$ cat src/rtl/skeleton_line_renderer.sv
`default_nettype none
// ============================================================================
// Module      : skeleton_line_renderer
// Description : Draws the three connected segments P1->P2, P2->P3, P3->P4 of a
//               decoded pose frame with Bresenham's algorithm. Each in-bounds
//               pixel is offered on a valid/ready write port.
// Ports       : clk, reset_n (async, active-low)
//               done            - frame-ready level, asynchronous to clk
//               x_1..y_4        - joint coordinates (stable while done high)
//               r, g, b         - segment colour
//               pix_valid/ready - pixel write handshake
//               pix_x, pix_y    - pixel position, pix_rgb - latched colour
//               busy            - not idle, frame_done - end-of-frame pulse
// Revision    : 1.0 - initial release
// ============================================================================
module skeleton_line_renderer #(
    parameter int H_RES = 640,
    parameter int V_RES = 480
) (
    input  logic        clk,
    input  logic        reset_n,
    input  logic        done,
    input  logic [9:0]  x_1,
    input  logic [9:0]  y_1,
    input  logic [9:0]  x_2,
    input  logic [9:0]  y_2,
    input  logic [9:0]  x_3,
    input  logic [9:0]  y_3,
    input  logic [9:0]  x_4,
    input  logic [9:0]  y_4,
    input  logic [3:0]  r,
    input  logic [3:0]  g,
    input  logic [3:0]  b,
    output logic        pix_valid,
    input  logic        pix_ready,
    output logic [9:0]  pix_x,
    output logic [9:0]  pix_y,
    output logic [11:0] pix_rgb,
    output logic        busy,
    output logic        frame_done
);

    localparam logic [10:0] C_H_LIM = 11'(H_RES);
    localparam logic [10:0] C_V_LIM = 11'(V_RES);

    typedef enum logic [2:0] {
        S_IDLE  = 3'd0,
        S_SETUP = 3'd1,
        S_DRAW  = 3'd2,
        S_NEXT  = 3'd3,
        S_DONE  = 3'd4
    } state_t;

    state_t r_state;
    state_t w_state_next;

    // done synchroniser and edge detector
    logic r_s1, r_s2, r_s3;
    logic w_start;

    logic              r_pending;
    logic [9:0]        r_px [0:3];
    logic [9:0]        r_py [0:3];
    logic [11:0]       r_rgb;
    logic [1:0]        r_seg;
    logic [9:0]        r_end_x, r_end_y;
    logic signed [11:0] r_dx, r_dy, r_err;
    logic              r_sx_neg, r_sy_neg;
    logic [9:0]        r_cur_x, r_cur_y;

    logic [9:0]        w_x0, w_y0, w_x1, w_y1;
    logic [9:0]        w_adx, w_ady;
    logic signed [12:0] w_e2, w_dx13, w_dy13;
    logic              w_step_x, w_step_y;
    logic              w_in_bounds, w_advance, w_at_end;

    assign w_start = r_s2 & ~r_s3;

    // Endpoints of the current segment: joint seg to joint seg+1.
    assign w_x0 = r_px[r_seg];
    assign w_y0 = r_py[r_seg];
    assign w_x1 = r_px[r_seg + 2'd1];
    assign w_y1 = r_py[r_seg + 2'd1];
    assign w_adx = (w_x1 >= w_x0) ? (w_x1 - w_x0) : (w_x0 - w_x1);
    assign w_ady = (w_y1 >= w_y0) ? (w_y1 - w_y0) : (w_y0 - w_y1);

    // Both error tests use the pre-update err so a diagonal step is one cycle.
    assign w_e2     = {r_err, 1'b0};
    assign w_dx13   = {r_dx[11], r_dx};
    assign w_dy13   = {r_dy[11], r_dy};
    assign w_step_x = (w_e2 >= w_dy13);
    assign w_step_y = (w_e2 <= w_dx13);

    assign w_in_bounds = ({1'b0, r_cur_x} < C_H_LIM) && ({1'b0, r_cur_y} < C_V_LIM);
    // Off-screen pixels are skipped without waiting for the sink.
    assign w_advance   = (r_state == S_DRAW) && (!w_in_bounds || pix_ready);
    assign w_at_end    = (r_cur_x == r_end_x) && (r_cur_y == r_end_y);

    // Outputs come straight from registers; pix_valid never sees pix_ready.
    assign pix_valid  = (r_state == S_DRAW) && w_in_bounds;
    assign pix_x      = r_cur_x;
    assign pix_y      = r_cur_y;
    assign pix_rgb    = r_rgb;
    assign busy       = (r_state != S_IDLE);
    assign frame_done = (r_state == S_DONE);

    always_ff @(posedge clk or negedge reset_n) begin
        if (!reset_n) begin
            r_state <= S_IDLE;
        end else begin
            r_state <= w_state_next;
        end
    end

    always_comb begin
        w_state_next = r_state;
        case (r_state)
            S_IDLE:  if (w_start || r_pending) w_state_next = S_SETUP;
            S_SETUP: w_state_next = S_DRAW;
            S_DRAW:  if (w_advance && w_at_end) w_state_next = S_NEXT;
            S_NEXT:  w_state_next = (r_seg == 2'd2) ? S_DONE : S_SETUP;
            S_DONE:  w_state_next = S_IDLE;
            default: w_state_next = S_IDLE;
        endcase
    end

    always_ff @(posedge clk or negedge reset_n) begin
        if (!reset_n) begin
            r_s1      <= 1'b0;
            r_s2      <= 1'b0;
            r_s3      <= 1'b0;
            r_pending <= 1'b0;
            for (int i = 0; i < 4; i++) begin
                r_px[i] <= '0;
                r_py[i] <= '0;
            end
            r_rgb    <= '0;
            r_seg    <= '0;
            r_end_x  <= '0;
            r_end_y  <= '0;
            r_dx     <= '0;
            r_dy     <= '0;
            r_err    <= '0;
            r_sx_neg <= 1'b0;
            r_sy_neg <= 1'b0;
            r_cur_x  <= '0;
            r_cur_y  <= '0;
        end else begin
            r_s1 <= done;
            r_s2 <= r_s1;
            r_s3 <= r_s2;

            // A start seen while busy is remembered once; the frame it
            // triggers samples the inputs only when it actually begins.
            if (r_state != S_IDLE && w_start) begin
                r_pending <= 1'b1;
            end

            case (r_state)
                S_IDLE: begin
                    if (w_start || r_pending) begin
                        r_px[0]   <= x_1;
                        r_py[0]   <= y_1;
                        r_px[1]   <= x_2;
                        r_py[1]   <= y_2;
                        r_px[2]   <= x_3;
                        r_py[2]   <= y_3;
                        r_px[3]   <= x_4;
                        r_py[3]   <= y_4;
                        r_rgb     <= {r, g, b};
                        r_seg     <= 2'd0;
                        r_pending <= 1'b0;
                    end
                end
                S_SETUP: begin
                    r_end_x  <= w_x1;
                    r_end_y  <= w_y1;
                    r_dx     <= $signed({2'b00, w_adx});
                    r_dy     <= -$signed({2'b00, w_ady});
                    r_err    <= $signed({2'b00, w_adx}) - $signed({2'b00, w_ady});
                    r_sx_neg <= !(w_x0 < w_x1);
                    r_sy_neg <= !(w_y0 < w_y1);
                    r_cur_x  <= w_x0;
                    r_cur_y  <= w_y0;
                end
                S_DRAW: begin
                    if (w_advance && !w_at_end) begin
                        r_err <= r_err + (w_step_x ? r_dy : 12'sd0)
                                       + (w_step_y ? r_dx : 12'sd0);
                        if (w_step_x) begin
                            r_cur_x <= r_sx_neg ? (r_cur_x - 10'd1) : (r_cur_x + 10'd1);
                        end
                        if (w_step_y) begin
                            r_cur_y <= r_sy_neg ? (r_cur_y - 10'd1) : (r_cur_y + 10'd1);
                        end
                    end
                end
                S_NEXT: begin
                    if (r_seg != 2'd2) begin
                        r_seg <= r_seg + 2'd1;
                    end
                end
                default: ;
            endcase
        end
    end

endmodule
`default_nettype wire

$ cat config.mk
export PLATFORM = sky130hd
export DESIGN_NAME = skeleton_line_renderer
export DESIGN_NICKNAME = d
export VERILOG_FILES = /design/src/rtl/skeleton_line_renderer.sv
export SDC_FILE = /design/constraint.sdc
export NUM_CORES = 1
export LEC_CHECK = 0
export BUFFER_PORTS_ARGS = -buffer_cell sky130_fd_sc_hd__buf_4
export CAP_MARGIN = 25
export CORE_MARGIN = 4
export CORE_UTILIZATION = 55
export CTS_BUF_LIST = sky130_fd_sc_hd__clkbuf_4
export DETAILED_ROUTE_END_ITERATION = 7
export PLACE_DENSITY = 0.75
export SLEW_MARGIN = 20
export SYNTH_ARGS = -nofsm -noshare
export SYNTH_HDL_FRONTEND = slang
export SYNTH_SLANG_ARGS = --single-unit
$ cat constraint.sdc
create_clock -name clk -period 7.78 [get_ports clk]
set_input_delay 0.389 -clock clk [delete_from_list [all_inputs] [get_ports clk]]
set_output_delay 0.389 -clock clk [all_outputs]
set_load 0.005 [all_outputs]
# Word level (Yosys, flattened, before mapping)
# Index checks and enable logic that the tools add are counted.
[totals]
register_bits = 177
inputBits = 96
out_inout_bits = 35
[classes]
n_addsub = 13
magnitude_cmp = 10
n_eq_ne = 14
n_mux = 36
bitwise_logic = 4
n_reduce_logical = 23
[op_table]
columns = ["cell", "count"]
rows = [
  ["two-way mux 10 bit", 17],
  ["binary-select mux 10 bit (select 2 bit)", 4],
  ["one-hot mux 10 bit (2 select lines)", 2],
  ["subtractor 10 bit", 4],
  ["two-way mux 12 bit", 2],
  ["one-hot mux 12 bit (2 select lines)", 1],
  ["adder 10 x 1 -> 10 bit, second input constant", 2],
  ["== test 10 bit", 2],
  ["greater-or-equal comparator 10 bit", 2],
  ["less-than comparator 10 bit", 2],
  ["subtractor 10 x 1 -> 10 bit, second input constant", 2],
  ["greater-or-equal comparator 13 x 12 -> 1 bit", 1],
  ["less-or-equal comparator 13 x 11 -> 1 bit", 1],
  ["adder 12 x 11 -> 12 bit", 1],
  ["adder 12 bit", 1],
  ["negation 10 -> 12 bit", 1],
  ["one-hot mux 3 bit (4 select lines)", 1],
  ["subtractor 10 x 10 -> 11 bit", 1],
  ["less-than comparator 10 bit, second input constant", 1],
  ["less-than comparator 10 x 9 -> 1 bit, second input constant", 1],
  ["inequality test 2 bit, second input constant", 5],
  ["two-way mux 3 bit", 3],
  ["AND reduction 3 bit", 3],
  ["logical AND 1 bit", 7],
  ["other kinds (19)", 33],
]

# Longest topological paths before layout
[logic_depth]
depth_word = 9
ltp_mapped = 27
ltp_nobuf = 23

# Least setup slack after synthesis
# No wires, ideal clock.
[synth_path]
kind = "flip-flop to flip-flop"
start = "reg r_seg[0]"
end = "reg r_err[7]"
setup_ns = 0.125
arrival_time_ns = 5.958
path_slack_ns = 1.698
stages_incl_launch_ff = 28
path_buffers = 5
path_cell_list = "dfrtp_1 -> clkbuf_1 -> clkbuf_1 -> buf_1 -> inv_1 -> ha_1 -> clkbuf_1 -> mux4_2 -> inv_1 -> ha_1 -> inv_1 -> fa_1 -> nand3_1 -> a31oi_1 -> o41ai_2 -> buf_2 -> mux2i_1 -> inv_1 -> ha_1 -> nor2b_1 -> o21ai_0 -> a21boi_0 -> o21ai_0 -> nand2b_1 -> a31oi_1 -> xor2_1 -> a21oi_1 -> mux2_2"
[synth_between]
elab_chain_len = 9
[synth_lines]
columns = ["item", "line_no", "source"]
rows = [
  ["from (decl)", "65", "logic [1:0] r_seg;"],
  ["from (signal assigned)", "200", "r_seg <= r_seg + 2'd1;"],
  ["adder 2 x 1 -> 2 bit (*)", "82", "assign w_x1 = r_px[r_seg + 2'd1];"],
  ["inverter 2 -> 3 bit (implied by the code) (*)", "82", ""],
  ["binary-select mux 10 bit (select 2 bit) (*)", "82", ""],
  ["two-way mux 10 bit (implied by the code) (*) (2 in series)", "82", ""],
  ["net w_x1[0]", "71", "logic [9:0] w_x0, w_y0, w_x1, w_y1;"],
  ["subtractor 10 bit or greater-or-equal comparator 10 bit (tied branches)", "84", "assign w_adx = (w_x1 >= w_x0) ? (w_x1 - w_x0) : (w_x0 - w_x1);"],
  ["two-way mux 10 bit (*)", "84", ""],
  ["net w_adx[1]", "72", "logic [9:0] w_adx, w_ady;"],
  ["subtractor 10 x 10 -> 11 bit (*)", "180", "r_err <= $signed({2'b00, w_adx}) - $signed({2'b00, w_ady});"],
  ["one-hot mux 12 bit (2 select lines) (*)", "159", "case (r_state)"],
  ["to (signal assigned)", "180", ""],
  ["to (signal assigned)", "188", "r_err <= r_err + (w_step_x ? r_dy : 12'sd0)"],
  ["to (decl)", "67", "logic signed [11:0] r_dx, r_dy, r_err;"],
]
# The timed path passes the listed nets; every way through them passes the cells marked *. The select of a mux whose other input is x is not followed.
# A chain may end at the register's enable or synchronous reset.

# Worst setup path after layout
[layout_path]
start = "reg r_seg[0]"
end = "reg r_err[8]"
[layout_between]
elab_chain_len = 9
[layout_lines]
columns = ["item", "line_no", "source"]
rows = [
  ["adder 2 x 1 -> 2 bit (*)", "83", "assign w_y1 = r_py[r_seg + 2'd1];"],
  ["inverter 2 -> 3 bit (implied by the code) (*)", "83", ""],
  ["binary-select mux 10 bit (select 2 bit) (*)", "83", ""],
  ["two-way mux 10 bit (implied by the code) (*) (2 in series)", "83", ""],
  ["net w_y1[0]", "71", ""],
  ["subtractor 10 bit or greater-or-equal comparator 10 bit (tied branches)", "85", "assign w_ady = (w_y1 >= w_y0) ? (w_y1 - w_y0) : (w_y0 - w_y1);"],
  ["two-way mux 10 bit (*)", "85", ""],
  ["subtractor 10 x 10 -> 11 bit (*)", "180", ""],
  ["one-hot mux 12 bit (2 select lines) (*)", "159", ""],
]
# Marked as above.

==> flow_summary.ini <==
[grt]
grt_max_degree = 79
grt_antenna_before_repair = 1
grt_pass1_vias = 9982
track_usage_pct = 28.31
grt_pass1_wl_um = 54300
gr-total-overflow = 0

[critical_path]
arrival_ps = 6010
start_kind = flip-flop
cp_top_family = compound AO/OA/AOI/OAI gates
critPathCaptureType = flip-flop
crit_fanout = 13
cpPeakStageDelay_ps = 690
cpMaxStageDelayCell = ha_1
path_cells = inv_1 -> ha_1 -> buf_4 -> mux4_2 -> inv_1 -> ha_1 -> inv_1 -> fa_1 -> nand3_1 -> a21bo_2 -> a21o_1 -> a22oi_1 -> nor2_1 -> ha_1 -> nor2b_1 -> o21ai_0 -> nand2b_1 -> a21o_1 -> a21oi_1 -> o21ai_0 -> xor2_1 -> a211oi_1 -> a21oi_1
cp.required_ps = 8270
path_buf_inv = 4
path_class = flip-flop to flip-flop

[sta]
slew_headroom_pct = 33.77
max_freq_ghz = 0.1813
worst_slew_pin_slew_ps = 993.5
skew_ps = 43.38
finalCriticalPeriod_ps = 5516
finalHoldViolCount = 0
rsz0062_at_grt = false
finalSetupViolCount = 0
slew_viol_final = 0
fin_tns_setup_ps = 0
fin_crit_sh_pct = 70.90

[synth]
synthCells = 1183
syn_area_um2 = 12200
ys_types = 66
syn_nets = 1397
netlist.area_leader.share_pct = 36.30
synth_area_per_cell_um2 = 10.31
synth_seq_area_share_pct = 36.30
yosysWarningCount = 0
synth_top_area_cell = dfrtp_1
ys.flop_type = dfrtp_1
async_flop_share_pct = 100.0
synth-seq-cells = 177
synth-edff-count = 0
synth_top_cells_by_area = dfrtp_1 (36%), ha_1 (10%), mux2_2 (9.7%)

[layout]
fin_nets = 1607
final_cell_mix = dfrtp_1 (176), buf_4 (145), mux2_2 (105), inv_1 (101), ha_1 (100)
fillers = 1675
final_common_cell = dfrtp_1
syn2layout_area_growth_pct = 20.66
drive_gt1_share_pct = 24.04

[route]
vias = 9900
drt_wl_total_um = 34900
drc_errors = 0
drt_iter0_drc = 623
avgViaCountPerCell = 5.868
first_pass_iters = 5
antenna_left = 0
wire_per_inst_um = 20.69

[clock_network]
htreeDepth = 4
cts.clk_slew.worst_paths_ps = 210
cts_buffers = 17
postCtsSetupBuffers = 0
ctsResizeCount = 0
cts_hold_buf = 83
cts_buffer_depth = 2
clock-sinks = 177
cts_root_buffer = clkbuf_4
cts_tree = done
clk-insertion-delay-late_ps = 620

[placed_design]
place_congestion = 0.9490
dp_hpwl_um = 24100
port_buffers = 130

[floorplanning]
core-area_um2 = 21820
io_pins = 131
die_width_um = 156.9
dieHeight_um = 156.9
die_area_um2 = 24630
initial_core_util_pct = 55.91
row_count = 54

[run_status]
outcome = complete, no violations

[min_path]
hold_class = primary input to flip-flop

[job]
drv_cap = 0
synth_stat cells (4+ instances only):
| master | instances |
|---|---|
| dfrtp_1 | 177 |
| mux2i_1 | 9 |
| a211oi_1 | 9 |
| nand4_1 | 11 |
| nand3_1 | 19 |
| xnor2_1 | 41 |
| a21boi_0 | 8 |
| and3_1 | 5 |
| a31oi_1 | 12 |
| nor4_1 | 5 |
| ha_1 | 100 |
| nor2_1 | 65 |
| mux2_2 | 105 |
| o21ai_1 | 5 |
| clkbuf_1 | 38 |
| o21a_1 | 8 |
| o31ai_1 | 5 |
| mux4_2 | 40 |
| nand2b_1 | 15 |
| a21oi_1 | 73 |
| buf_1 | 7 |
| o211ai_1 | 5 |
| a21o_1 | 19 |
| and2_1 | 10 |
| inv_1 | 101 |
| o21ai_0 | 77 |
| nor3_1 | 18 |
| nor2b_1 | 17 |
| fa_1 | 18 |
| xor2_1 | 20 |
| nand2_1 | 87 |
| o31a_1 | 4 |
worst register-to-register path, cell delays in order (launching register included):
cell      delay [ps]
dfrtp_2          400
inv_1             50
ha_1             690
buf_4            310
mux4_2           340
inv_1             90
ha_1             160
inv_1             60
fa_1             410
nand3_1          120
a21bo_2          160
a21o_1           280
a22oi_1          150
nor2_1           390
ha_1             350
nor2b_1          140
o21ai_0          140
nand2b_1         100
a21o_1           190
a21oi_1          220
o21ai_0          210
xor2_1           190
a211oi_1         240
a21oi_1           60
sequential cells by signal, indices dropped and copies added (netlist names), 12 cells and up:
signal and cells:
pix_rgb 12, r_dy 12, r_err 12, r_px 40, r_py 40
worst paths after layout:
| check | from | end | slack (ps) | depth (start not counted) |
|---|---|---|---|---|
| setup / recovery | r_seg[0] | r_err[8] | 2260 | 23 |
| max in group asynchronous | reset_n | r_seg[0] | 6220 | 3 |
| hold reg to reg | r_s1 | r_s2 | 400 | 0 |
| hold / removal | pix_ready | r_state[0] | 330 | 5 |
| min in group asynchronous | reset_n | pix_rgb[4] | 340 | 2 |
| setup reg to reg | r_seg[0] | r_err[8] | 2260 | 23 |
routing by layer:
metal  share of wire [%]  track usage (%)
met4                 2.2            7.562
met3                 5.1            4.757
met2                  49            46.75
met1                  44            39.16
met5                   0                0
per-stage QoR:
step | cells | hold WS, ps | cell area (um^2) | utilization, % | worst slack, ps
after floorplan | 1183 | 93.41 | 12200 | - | 1698
after global placement | 1560 | 333.0 | 13470 | 61.72 | 2522
after detailed placement | 1560 | 344.1 | 13470 | 61.72 | 2375
after CTS | 1675 | 1.543 | 14610 | 66.95 | 2345
after global routing | 1687 | 328.4 | 14720 | 67.46 | 1890
final | 1687 | 326.5 | 14720 | 67.46 | 2264
kinds of logic (layout without fill, tap and decap cells):
logic type	count (synthesis)	after routing	share of synthesized area (%)
and+or+nand+nor	265	265	10.43
AOI/OAI and AO/OA	257	257	13.03
DFF	177	177	36.30
muxes	154	154	17.81
buffers and inverters	150	373	4.707
adders and majority gates	118	118	13.21
xor gates and xnor gates	62	62	4.512
other	0	1	0
cell type report:
type | instances | area, um^2 | share of cell area [%]
Timing Repair Buffer | 240 | 2041 | 13.86
Clock buffer | 17 | 127.6 | 0.8668
Antenna cell | 1 | 2.502 | 0.01700
Sequential cell | 177 | 4431 | 30.09
Tap cell | 280 | 350.3 | 2.380
Clock inverter | 15 | 181.4 | 1.232
Inverter | 101 | 379.1 | 2.575
Multi-Input combinational cell | 856 | 7211 | 48.98
Power is left out: the tool's default activity adds up to more than one toggle a clock period on the data nets, which glitch-free logic cannot reach.
